**src/rtl/sync_debounce.sv**
```systemverilog
// Debouncer for an already-synchronized level: a change is accepted only after
// StableCycles consecutive differing samples, with registered rise/fall pulses.
// Optional: define SYNC_DEBOUNCE_GLITCH_CNT_EN to add a saturating abort counter.
module sync_debounce #(
  parameter int unsigned StableCycles = 4,
  parameter logic        ResetValue   = 1'b0,
  parameter int unsigned CntWidth     = $clog2(StableCycles) + 1
) (
  input  logic        clk_i,
  input  logic        rst_i,
  input  logic        clr_i,
  input  logic        serial_i,
  output logic        level_o,
  output logic        rise_o,
  output logic        fall_o,
  output logic        busy_o
`ifdef SYNC_DEBOUNCE_GLITCH_CNT_EN
  ,
  output logic [15:0] glitch_cnt_o
`endif
);

  typedef enum logic {
    STABLE  = 1'b0,
    QUALIFY = 1'b1
  } state_e;

  localparam logic [CntWidth-1:0] LastCnt = CntWidth'(StableCycles - 1);

  state_e              state_q, state_d;
  logic [CntWidth-1:0] cnt_q, cnt_d;
  logic                level_q, level_d;
  logic                rise_q, rise_d;
  logic                fall_q, fall_d;

  // NOTE: every signal gets its default before any branch, so no path leaves
  // a value unassigned and no latch is inferred.
  always_comb begin
    state_d = STABLE;
    cnt_d   = '0;
    level_d = level_q;
    rise_d  = 1'b0;
    fall_d  = 1'b0;
    if (clr_i) begin
      level_d = ResetValue;
    end else if (serial_i == level_q) begin
      // Bounce back to the current level: abandon qualification silently.
      state_d = STABLE;
    end else if (cnt_q == LastCnt) begin
      level_d = serial_i;
      rise_d  = serial_i;
      fall_d  = ~serial_i;
    end else begin
      cnt_d   = cnt_q + 1'b1;
      state_d = QUALIFY;
    end
  end

  // NOTE: sequential state uses non-blocking assignments so all registers
  // update from the same pre-edge values.
  always_ff @(posedge clk_i or posedge rst_i) begin
    if (rst_i) begin
      state_q <= STABLE;
      cnt_q   <= '0;
      level_q <= ResetValue;
      rise_q  <= 1'b0;
      fall_q  <= 1'b0;
    end else begin
      state_q <= state_d;
      cnt_q   <= cnt_d;
      level_q <= level_d;
      rise_q  <= rise_d;
      fall_q  <= fall_d;
    end
  end

  assign level_o = level_q;
  assign rise_o  = rise_q;
  assign fall_o  = fall_q;
  assign busy_o  = (state_q == QUALIFY);

`ifdef SYNC_DEBOUNCE_GLITCH_CNT_EN
  logic [15:0] glitch_cnt_q, glitch_cnt_d;
  logic        abort;

  assign abort = (state_q == QUALIFY) && (serial_i == level_q);

  always_comb begin
    glitch_cnt_d = glitch_cnt_q;
    if (clr_i) begin
      glitch_cnt_d = '0;
    end else if (abort && (glitch_cnt_q != 16'hFFFF)) begin
      glitch_cnt_d = glitch_cnt_q + 16'd1;
    end
  end

  always_ff @(posedge clk_i or posedge rst_i) begin
    if (rst_i) begin
      glitch_cnt_q <= '0;
    end else begin
      glitch_cnt_q <= glitch_cnt_d;
    end
  end

  assign glitch_cnt_o = glitch_cnt_q;
`endif

endmodule

```
**config.mk**
```make
export PLATFORM = sky130hd
export DESIGN_NAME = sync_debounce
export DESIGN_NICKNAME = d
export VERILOG_FILES = /design/src/rtl/sync_debounce.sv
export SDC_FILE = /design/constraint.sdc
export NUM_CORES = 1
export LEC_CHECK = 0
export CAP_MARGIN = 10
export CORE_AREA = 2 2 39 41
export DETAILED_ROUTE_END_ITERATION = 8
export DIE_AREA = 0 0 41 43
export PLACE_DENSITY = 0.47
export REMOVE_ABC_BUFFERS = 1
export SLEW_MARGIN = 0
export SYNTH_ARGS = -nofsm -noshare
export SYNTH_HDL_FRONTEND = slang
export SYNTH_SLANG_ARGS = --single-unit
```
**constraint.sdc**
```tcl
create_clock -name clk_i -period 1.1 [get_ports clk_i]
set_input_delay 0.275 -clock clk_i [delete_from_list [all_inputs] [get_ports clk_i]]
set_output_delay 0.275 -clock clk_i [all_outputs]
set_load 0.01 [all_outputs]
```
* After elaboration in Yosys (flattened, before gate mapping)
Cells that the tools add are included.
** Operators by class
- Mux-type cells :: 15
- $lt $le $gt $ge :: 0
- Add/sub/neg operators :: 1
- $mul :: 0
- Eq/ne operators :: 3
- Reduce and logical (&&, ||, !) cells :: 2
- Bitwise operators :: 1
- Div/mod/pow operators :: 0
- Shifts and indexed selects :: 0
** Operators by type and width (count)
- $mux W1 :: 12
- $mux W3 :: 3
- $add A3 B1 Y3 const B :: 1
- $eq A3 B2 Y1 const B :: 1
- $ne A2 B2 Y1 const B :: 1
- $reduce_and A2 Y1 :: 1
- $reduce_bool A2 Y1 :: 1
- $eq A1 B1 Y1 :: 1
- $not A1 Y1 :: 1
** Word-level totals
- Register bits after elaboration :: 7
- Latch bits :: 0
- Output and inout bits :: 4
- Logic and storage cells :: 27
- Memories :: 0
- Memory bits (read-only) :: 0
- Bits in writable memories :: 0

* Depth between registers and ports, before layout
Gate-level depths: netlist (run 1).
- Word-level depth :: 4
- Mapped depth :: 3
- Gate-level depth less buffers :: 3

* Worst setup path after synthesis (run 1)
OpenSTA, ideal clock, no wires.
- Kind :: reg2reg
- Start :: register cnt_q[0]
- End :: register fall_q (netlist: fall_o)
- Setup time :: 121 ps
- Cell stages (with the launch flop) :: 4
- Slack :: -36 ps
- Clock period less this slack :: 1136 ps
- Arrival :: 1015 ps
- Path buffers :: 0
- Cell sequence :: dfrtp_1 > ha_1 > and2b_2 > and4bb_2
** Between the ends
- Longest elaborated chain between the ends :: 4
** Ends and longest elaborated chain
- start: declaration :: RTL line 31 : logic [CntWidth-1:0] cnt_q, cnt_d;
- start signal: assignment :: RTL line 70 : cnt_q <= cnt_d;
- $eq A3 B2 Y1 :: RTL line 49 : end else if (cnt_q == LastCnt) begin
- $mux W1 :: RTL line 49
- $mux W1 :: RTL line 46 : end else if (serial_i == level_q) begin
- $mux W1 :: RTL line 44 : if (clr_i) begin
- via fall_d :: RTL line 34 : logic fall_q, fall_d;
- end signal: assignment :: RTL line 73 : fall_q <= fall_d;
- end: declaration :: RTL line 34
The timed path passes the listed nets, and every way through them passes these cells.
A chain may end at the register's enable or synchronous reset.

* Final worst setup path (run 1)
Ends and elaborated chain as after synthesis.

==> flow_summary_export.csv, run 1 <==
group,metric,value,unit
run_status,outcome,"finished, violations left",
run_status,violations,"setup timing",
drt,dr_wl_met2,240,um
drt,drt-met1-wl,225,um
placement,placed_area,407.9,um^2
logic_synthesis,yosys_warnings,0,
grt,grt_max_degree,9,
clock_tree,clk_latency,0.26,ns
timing,slew_violations,0,
logic_synthesis,synthCells,20,
timing,finalSetupViolations,2,
cells_and_area,mostFrequentLayoutCells,"7 x dfrtp_1, 4 x buf_2, 4 x buf_4",
grt,antenna_found_initial,0,
power_and_ir_drop,p_per_area,1272,mW/mm^2
power_and_ir_drop,total_power,556.9,uW
drt,wl_met3,51,um
timing,rsz0062_at_grt,"yes",
grt,grt_pass1_wl,952,um
timing,relSlewSlack,0.7977,
clock_tree,clkSinkCount,7,
placement,detailed_place_hpwl,399.7,um
floorplanning,dieArea,0.001763,mm^2
drt,dr.max_layer_used,"met4",
setup_path,startpoint_type,"flop",
setup_path,crit_arrival,1.29,ns
hold_path,worstHoldPathType,"input pin to async pin",
setup_path,crit_type,"flop to flop",
setup_path,cp_max_fo,6,
logic_synthesis,syn_avg_cell_area,14.76,um^2
cells_and_area,final_cell_area,437.9,um^2
cells_and_area,nets,41,
grt,grt_pass1_vias,216,
floorplanning,coreArea,0.001384,mm^2
timing,clock_skew,0.005582,ns
grt,grt_overflow,0,
clock_tree,cts_buffers,3,
floorplanning,dieHeight,43,um
drt,drc,0,
cells_and_area,diodes,0,
power_and_ir_drop,vdd.ir_drop.worst,0.5699,mV
clock_tree,ctsHtreeMaxLevel,1,
logic_synthesis,synth_area,295.3,um^2
floorplanning,ios,8,
drt,vias,221,
clock_tree,path_clk_slew,0.05,ns
clock_tree,cts_hold_buf,0,
drt,drt_first_pass_iters,1,
logic_synthesis,ys_types,13,
timing,tightest_slew,0.3020,ns
cells_and_area,layout_commonest_cell,"dfrtp_1",
timing,finalHoldViolCount,0,
drt,vias_per_cell,4.333,
grt,grt_use_total,0.09293,
timing,setup_slack,-0.04101,ns
clock_tree,cts_tree,"yes",
logic_synthesis,yosys_register_bits,7,
drt,routedWlPerCell,10.92,um
logic_synthesis,ys_seq_area_frac,0.5932,
clock_tree,cts_root_buf,"clkbuf_4",
clock_tree,cts_max_path_buffers,2,
job,cap_violations,0,
placement,gp_congestion,0.7643,
placement,portBuffers,7,
timing,fin_crit,1.141,ns
cells_and_area,areaGrowthSynthToFinish,48.31,%
power_and_ir_drop,p_leak,0.0002078,uW
cells_and_area,drive_gt1_frac,0.5143,
floorplanning,die_x,41,um
floorplanning,fp-row-count,14,
drt,wl,557,um
drt,drt-initial-drc-count,0,
setup_path,crit_required,1.25,ns
timing,fmax,876.4,MHz
setup_path,cp-end-kind,"flop",
timing,fin_crit_sh,1.037,
floorplanning,start_util,0.2134,
drt,ant_nets,0,
==> sequential cells by signal (all words and copies together), names as in the netlist <==
signal / count
rise_o: 1
busy_o: 1
level_o: 1
cnt_q: 3
fall_o: 1
==> routing by layer <==
layer	up-vias	global-route usage
met2	9	0.1000
met3	4	0.03141
met4	0	0.1400
met5	-	0
li1	106	-
met1	102	0.1082
==> area by class of cell <==
cell class / count / area, um^2
well taps: 16 / 20.02
inverters: 1 / 3.754
flip-flops and latches: 7 / 175.2
fillers: 141 / 945.9
multi-input cells: 12 / 132.6
repair buffers: 11 / 80.08
clock buffers: 4 / 26.28
==> worst max-delay path, cell delays in order (launching register included) <==
cell and delay [ns]:
dfrtp_1 0.38, ha_2 0.18, and2b_2 0.23, and4bb_2 0.24
==> metrics by stage <==
step                  util  instances  TNS (ns)  setup slack, ns  hold WS, ns
floorplan                -         20  -0.05777         -0.03631      0.07840
global placement    0.2948         46    -1.392          -0.2060       0.4342
detailed placement  0.2948         46    -1.475          -0.2244       0.4400
CTS                 0.3255         51   -0.1268         -0.04794       0.2603
global route        0.3165         51   -0.1692         -0.06834       0.2817
finish              0.3165         51  -0.05529         -0.04101       0.2442
==> worst paths after layout <==
check                         start       end  slack, ns  cells past startpoint
setup / recovery           cnt_q[0]    fall_o      -0.04                      3
hold / removal                rst_i   level_o       0.24                      2
setup reg to reg           cnt_q[0]    fall_o      -0.04                      3
hold reg to reg            cnt_q[0]  cnt_q[0]       0.53                      2
max in group asynchronous     rst_i  cnt_q[1]       0.64                      2
min in group clk_i         cnt_q[0]  cnt_q[0]       0.53                      2
==> kinds of logic (layout without fill, tap and decap cells) <==
family	after synthesis	after routing	share of synthesized area
fa+ha+maj	1	1	0.04237
compound gates	1	1	0.01693
simple gates	9	9	0.3051
flops	7	7	0.5932
buf+inv	1	16	0.01270
xor+xnor	1	1	0.02967
==> synth_stat cells <==
library cell / number / share of area
xnor2_1: 1 / 0.030
dfrtp_1: 7 / 0.59
and2b_2: 1 / 0.030
nand2b_1: 1 / 0.021
o21ai_0: 1 / 0.017
nor4bb_1: 1 / 0.034
and4bb_2: 1 / 0.042
nor4b_2: 2 / 0.10
nand4bb_1: 1 / 0.038
ha_1: 1 / 0.042
inv_1: 1 / 0.013
nor4_1: 1 / 0.021
nor3_1: 1 / 0.017
==> timing repair <==
item | 4_1_cts | 5_1_grt
setup buffers | 1 | 0
resized for setup | 17 | 2
pin swaps | 1 | 2
setup endpoints to repair | 9 | 7
==> report_power, final <==
| part | switching, uW | internal [uW] | total (uW) |
|---|---|---|---|
| Sequential | 2.14 | 264 | 266 |
| Combinational | 23.0 | 27.9 | 50.9 |
| Clock | 101 | 139 | 240 |
| Total | 126 | 430 | 557 |
Power figures use the tool's default switching activity.
==> inputs of run 2 (changes only) <==
- PLACE_DENSITY: 0.47 -> 0.39
- SLEW_MARGIN: 0 -> unset
- clock period: 1.1 -> 1.3 ns (I/O delays scaled with it)
==> run 2 against run 1 <==
The run now ends clean; combinational power is 32% lower; sequential cell count did not move; register-to-register slack gained 0.15 ns; first-iteration DRC count grew 2; via count shrank 12%; clock power shrank 18%; die area unchanged; sequential power decreased by 15%; cell count is 5.9% lower; clock skew fell by 0.0028 ns; hold slack better by 0.063 ns; global-route usage down 1.5 points; largest cell class unchanged; largest power group unchanged; highest routed layer is now met3.
==> flow_summary_export.csv, run 2 (synthesis gave the netlist of run 1 again) <==
group,metric,value,unit
setup_path,crit_type,"flop to primary output",
power_and_ir_drop,p_leak,0.0001992,uW
cells_and_area,diodes,0,
setup_path,crit_required,0.98,ns
placement,detailedPlace.worstSlack,-0.1129,ns
grt,grt_pass1_wl,848,um
timing,tightest_slew,0.4524,ns
cells_and_area,final_cell_area,414.1,um^2
timing,tns,0,ns
clock_tree,clkSinkCount,7,
setup_path,startpoint,"level_o",
timing,finalHoldViolCount,0,
drt,vias,194,
placement,gp_congestion,0.7056,
floorplanning,start_util,0.2134,
setup_path,cp_num_buf_inv,1,
cells_and_area,fin_util,0.2993,
setup_path,rr_endpoint,"cnt_q[1]",
setup_path,crit_path_cell_trace,"dlygate4sd2_1",
floorplanning,coreArea,0.001384,mm^2
clock_tree,cts_max_path_buffers,2,
placement,placed_area,392.9,um^2
placement,portBuffers,7,
floorplanning,dieHeight,43,um
clock_tree,clk_latency,0.25,ns
timing,slew_violations,0,
power_and_ir_drop,p_per_area,1101,mW/mm^2
cells_and_area,drive_gt1_frac,0.2500,
setup_path,r2r_slack,0.11,ns
timing,clock_skew,0.002760,ns
setup_path,endpoint,"level_o",
drt,drc,0,
setup_path,crit_arrival,0.90,ns
setup_path,reg2reg_depth,3,
cells_and_area,mostFrequentLayoutCells,"7 x dfrtp_1, 4 x dlygate4sd2_1, 3 x clkbuf_4, 3 x clkdlybuf4s50_1, 2 x nor4b_2",
clock_tree,path_clk_slew,0.05,ns
cells_and_area,layout_commonest_cell,"dfrtp_1",
clock_tree,cts_buffers,3,
grt,grt_use_total,0.07786,
clock_tree,ctsHtreeMaxLevel,1,
setup_path,cp-end-kind,"primary output",
drt,routedWlPerCell,9.979,um
drt,drt-initial-drc-count,2,
timing,rsz0062_at_grt,"no",
floorplanning,die_x,41,um
setup_path,rr_startpoint,"cnt_q[0]",
floorplanning,fp-row-count,14,
cells_and_area,areaGrowthSynthToFinish,40.25,%
clock_tree,cts_root_buf,"clkbuf_4",
grt,grt_overflow,0,
hold_path,worstHoldPathType,"input pin to async pin",
drt,ant_nets,0,
timing,finalSetupViolations,0,
grt,grt_pass1_vias,196,
clock_tree,cts_tree,"yes",
setup_path,slowest_delay,0.37,ns
grt,grt_max_degree,9,
timing,fin_crit,1.228,ns
setup_path,cp_max_fo,2,
power_and_ir_drop,vdd.ir_drop.worst,0.4297,mV
drt,drt_first_pass_iters,3,
clock_tree,cts_hold_buf,0,
cells_and_area,largest_reg_flops,3,
setup_path,critPathSlowestCell,"dfrtp_1",
floorplanning,dieArea,0.001763,mm^2
timing,setup_slack,0.07246,ns
drt,wl,479,um
cells_and_area,top_register,"cnt_q",
placement,detailed_place_hpwl,367.3,um
drt,vias_per_cell,4.042,
setup_path,worstSetupPathDepth,1,
run_status,outcome,"completed",
timing,fmax,814.6,MHz
floorplanning,ios,8,
job,cap_violations,0,
power_and_ir_drop,total_power,455.8,uW
setup_path,crit_family,"flip-flops",
grt,antenna_found_initial,0,
cells_and_area,nets,38,
timing,fin_crit_sh,0.9443,
timing,relSlewSlack,0.6962,
setup_path,startpoint_type,"flop",
-- run 2: worst min-delay path by stage --
stage	start	end	slack, ns	depth (start not counted)
detailed placement	cnt_q[0]	cnt_q[0]	0.45	1
floorplan	rst_i	busy_o	0.13	1
global placement	cnt_q[0]	cnt_q[0]	0.44	1
global route	rst_i	cnt_q[0]	0.35	2
CTS	rst_i	rise_o	0.32	2
finish	rst_i	rise_o	0.31	2
-- run 2: layout make-up --
class                           count  area (um^2)
Fill cell                         155        969.7
Inverter                            1        3.754
Timing Repair Buffer                8        72.57
Multi-Input combinational cell     12        116.4
Sequential cell                     7        175.2
Clock buffer                        4        26.28
Tap cell                           16        20.02
-- run 2: metal layers --
| layer | track usage | vias up | part of all wire |
|---|---|---|---|
| li1 | - | 99 | - |
| met1 | 0.09539 | 89 | 0.47 |
| met2 | 0.09375 | 6 | 0.45 |
| met3 | 0.03141 | 0 | 0.079 |
| met4 | 0.08000 | 0 | 0 |
| met5 | 0 | - | 0 |
-- run 2: what timing repair did --
action	in CTS	in global routing
resized for setup	4	0
hold endpoints to repair	0	0
setup endpoints to repair	4	0
setup buffers	0	0
-- run 2: where the power goes --
part           total, uW  internal, uW  switching, uW
registers            225           223           1.80
logic               34.6          17.8           16.7
clock network        196           117           79.3
total                456           358           97.8
-- run 2: stage by stage --
stage                     hold slack, ns  cells
after floorplan                   0.1284     20
after global placement            0.4352     44
after detailed placement          0.4476     44
after CTS                         0.3177     48
after global routing              0.3491     48
final                             0.3071     48
==> edit: new RTL, settings of run 2 <==
Set the parameter `StableCycles` to 16 (it was 4).
--- a/src/rtl/sync_debounce.sv
+++ b/src/rtl/sync_debounce.sv
@@ -3,5 +3,5 @@
 // Optional: define SYNC_DEBOUNCE_GLITCH_CNT_EN to add a saturating abort counter.
 module sync_debounce #(
-  parameter int unsigned StableCycles = 4,
+  parameter int unsigned StableCycles = 16,
   parameter logic        ResetValue   = 1'b0,
   parameter int unsigned CntWidth     = $clog2(StableCycles) + 1
Function: changed (a bounded check fails within 10 cycles, from zero or initial values and one cycle with rst_i high).
==> edit against run 2 <==
  * Sequential cell count rose by 2
  * Critical path depth stayed put
  * Final area increased by 22%
  * Routed wire length up 48%
  * Setup slack improved by 2.6 ps
  * Clock skew is 6.4 ps higher
  * Hold slack improved by 35 ps
  * Global-route usage grew 3.8 points
  * Total power is 18% higher
  * Synthesized area rose by 28%
==> edit: results (changes against run 2) <==
outcome: finished, final reports clean (unchanged)
Int Pwr: 0.000420 W (was 0.000358 W)
most frequent cells after synthesis: 9 x dfrtp_1, 4 x nor2_1 (was 7 x dfrtp_1, 2 x nor4b_2)
leakage: 0.284 nW (was 0.199 nW)
gpl congestion: 0.724 (was 0.706)
maximum fanout along the worst path: 2 (unchanged)
first drt pass iteration count: 4 (was 3)
ys async rst share: 100% (unchanged)
CTS root buf: clkbuf_4 (unchanged)
Hold WC Path Type: primary input to async pin (unchanged)
vias: 273 (was 194)
DP HPWL: 519 um (was 367 um)
VDD IR max: 0.615 mV (was 0.430 mV)
Place WS: -180 ps (was -113 ps)
number of global-route vias before repair: 287 (was 196)
largest net degree at the start of global routing: 10 (was 9)
main area contributors after synthesis: dfrtp_1 60%, xor2_1 4.7%, nand4b_2 4.0% (was dfrtp_1 59%, nor4b_2 10%, and4bb_2 4.2%)
skew final: 9.17 ps (was 2.76 ps)
initial drt markers: 5 (was 2)
first-pass GRT wire length: 1250 um (was 848 um)
DR WL/cell: 11.6 um (was 9.98 um)
slowest CP cell: dfrtp_1 (unchanged)
placed cell area: 482 sq um (was 393 sq um)
layout cells sized above 1: 15.6% (was 25.0%)
Largest register FFs: 5 (was 3)
total clock buffers created by CTS: 3 (unchanged)
htree depth: 1 (unchanged)
sequential element share of the synthesized area: 59.8% (was 59.3%)
Yosys cell types: 16 (was 13)
nets@finish: 51 (was 38)
PortBufs: 7 (unchanged)
Tot GR Track Use: 11.6% (was 7.79%)
clock tree buffer depth: 2 (unchanged)
Worst Tran Pin Value: 359 ps (was 452 ps)
-- edit: power by group through the flow --
| stage | combinational (W) | sequential, W | clock, W |
|---|---|---|---|
| 4_1_cts | 0.0000355 | 0.000287 | 0.000234 |
| 3_5_place_dp | 0.0000362 | 0.000293 | 0 |
| 5_1_grt | 0.0000401 | 0.000288 | 0.000244 |
| 2_1_floorplan | 0.0000142 | 0.000293 | 0 |
| 6_report | 0.0000348 | 0.000287 | 0.000215 |
| 3_3_place_gp | 0.0000355 | 0.000292 | 0 |
-- edit: kinds of logic after synthesis --
family	count (synthesis)	share of synthesized area [%]
fa+ha+maj	1	3.32
buf+inv	2	1.99
xor+xnor	3	6.98
flops	9	59.8
compound gates	1	1.33
simple gates	16	26.6
-- edit: final timing paths --
path	from	to	slack [ps]	cells after the start
max in group asynchronous	rst_i	cnt_q[4]	690	2
worst min-delay path	rst_i	fall_o	340	2
min in group clk_i	cnt_q[0]	cnt_q[0]	470	1
worst max-delay path	level_o	level_o	80	1
worst min register to register	cnt_q[0]	cnt_q[0]	470	1
worst max register to register	cnt_q[0]	fall_o	150	3
-- edit: final cells by class --
type,instances,area [sq um]
Fill cell,142,878
Sequential cell,9,225
Multi-Input combinational cell,21,146
Timing Repair Buffer,9,80.1
Clock buffer,4,26.3
Tap cell,16,20.0
Inverter,2,7.51
-- edit: routing by layer --
layer / global-route usage (%) / share of wire [%] / vias to the layer above
li1: - / - / 135
met1: 14.3 / 44 / 128
met2: 14.7 / 46 / 10
met3: 9.42 / 10 / 0
met4: 4.00 / 0 / 0
met5: 0 / 0 / -
-- edit: repair_timing --
action                                  in CTS  in global routing
endpoints found under the setup margin       4                  1
hold buffers                                 0                  0
gates resized for setup                      4                  1
buffers inserted                             0                  0
-- edit: metrics by stage --
stage               power, W  std cells
floorplan           0.000307         32
detailed placement  0.000329         57
global route        0.000572         61
finish              0.000537         61
CTS                 0.000556         61
global placement    0.000328         57
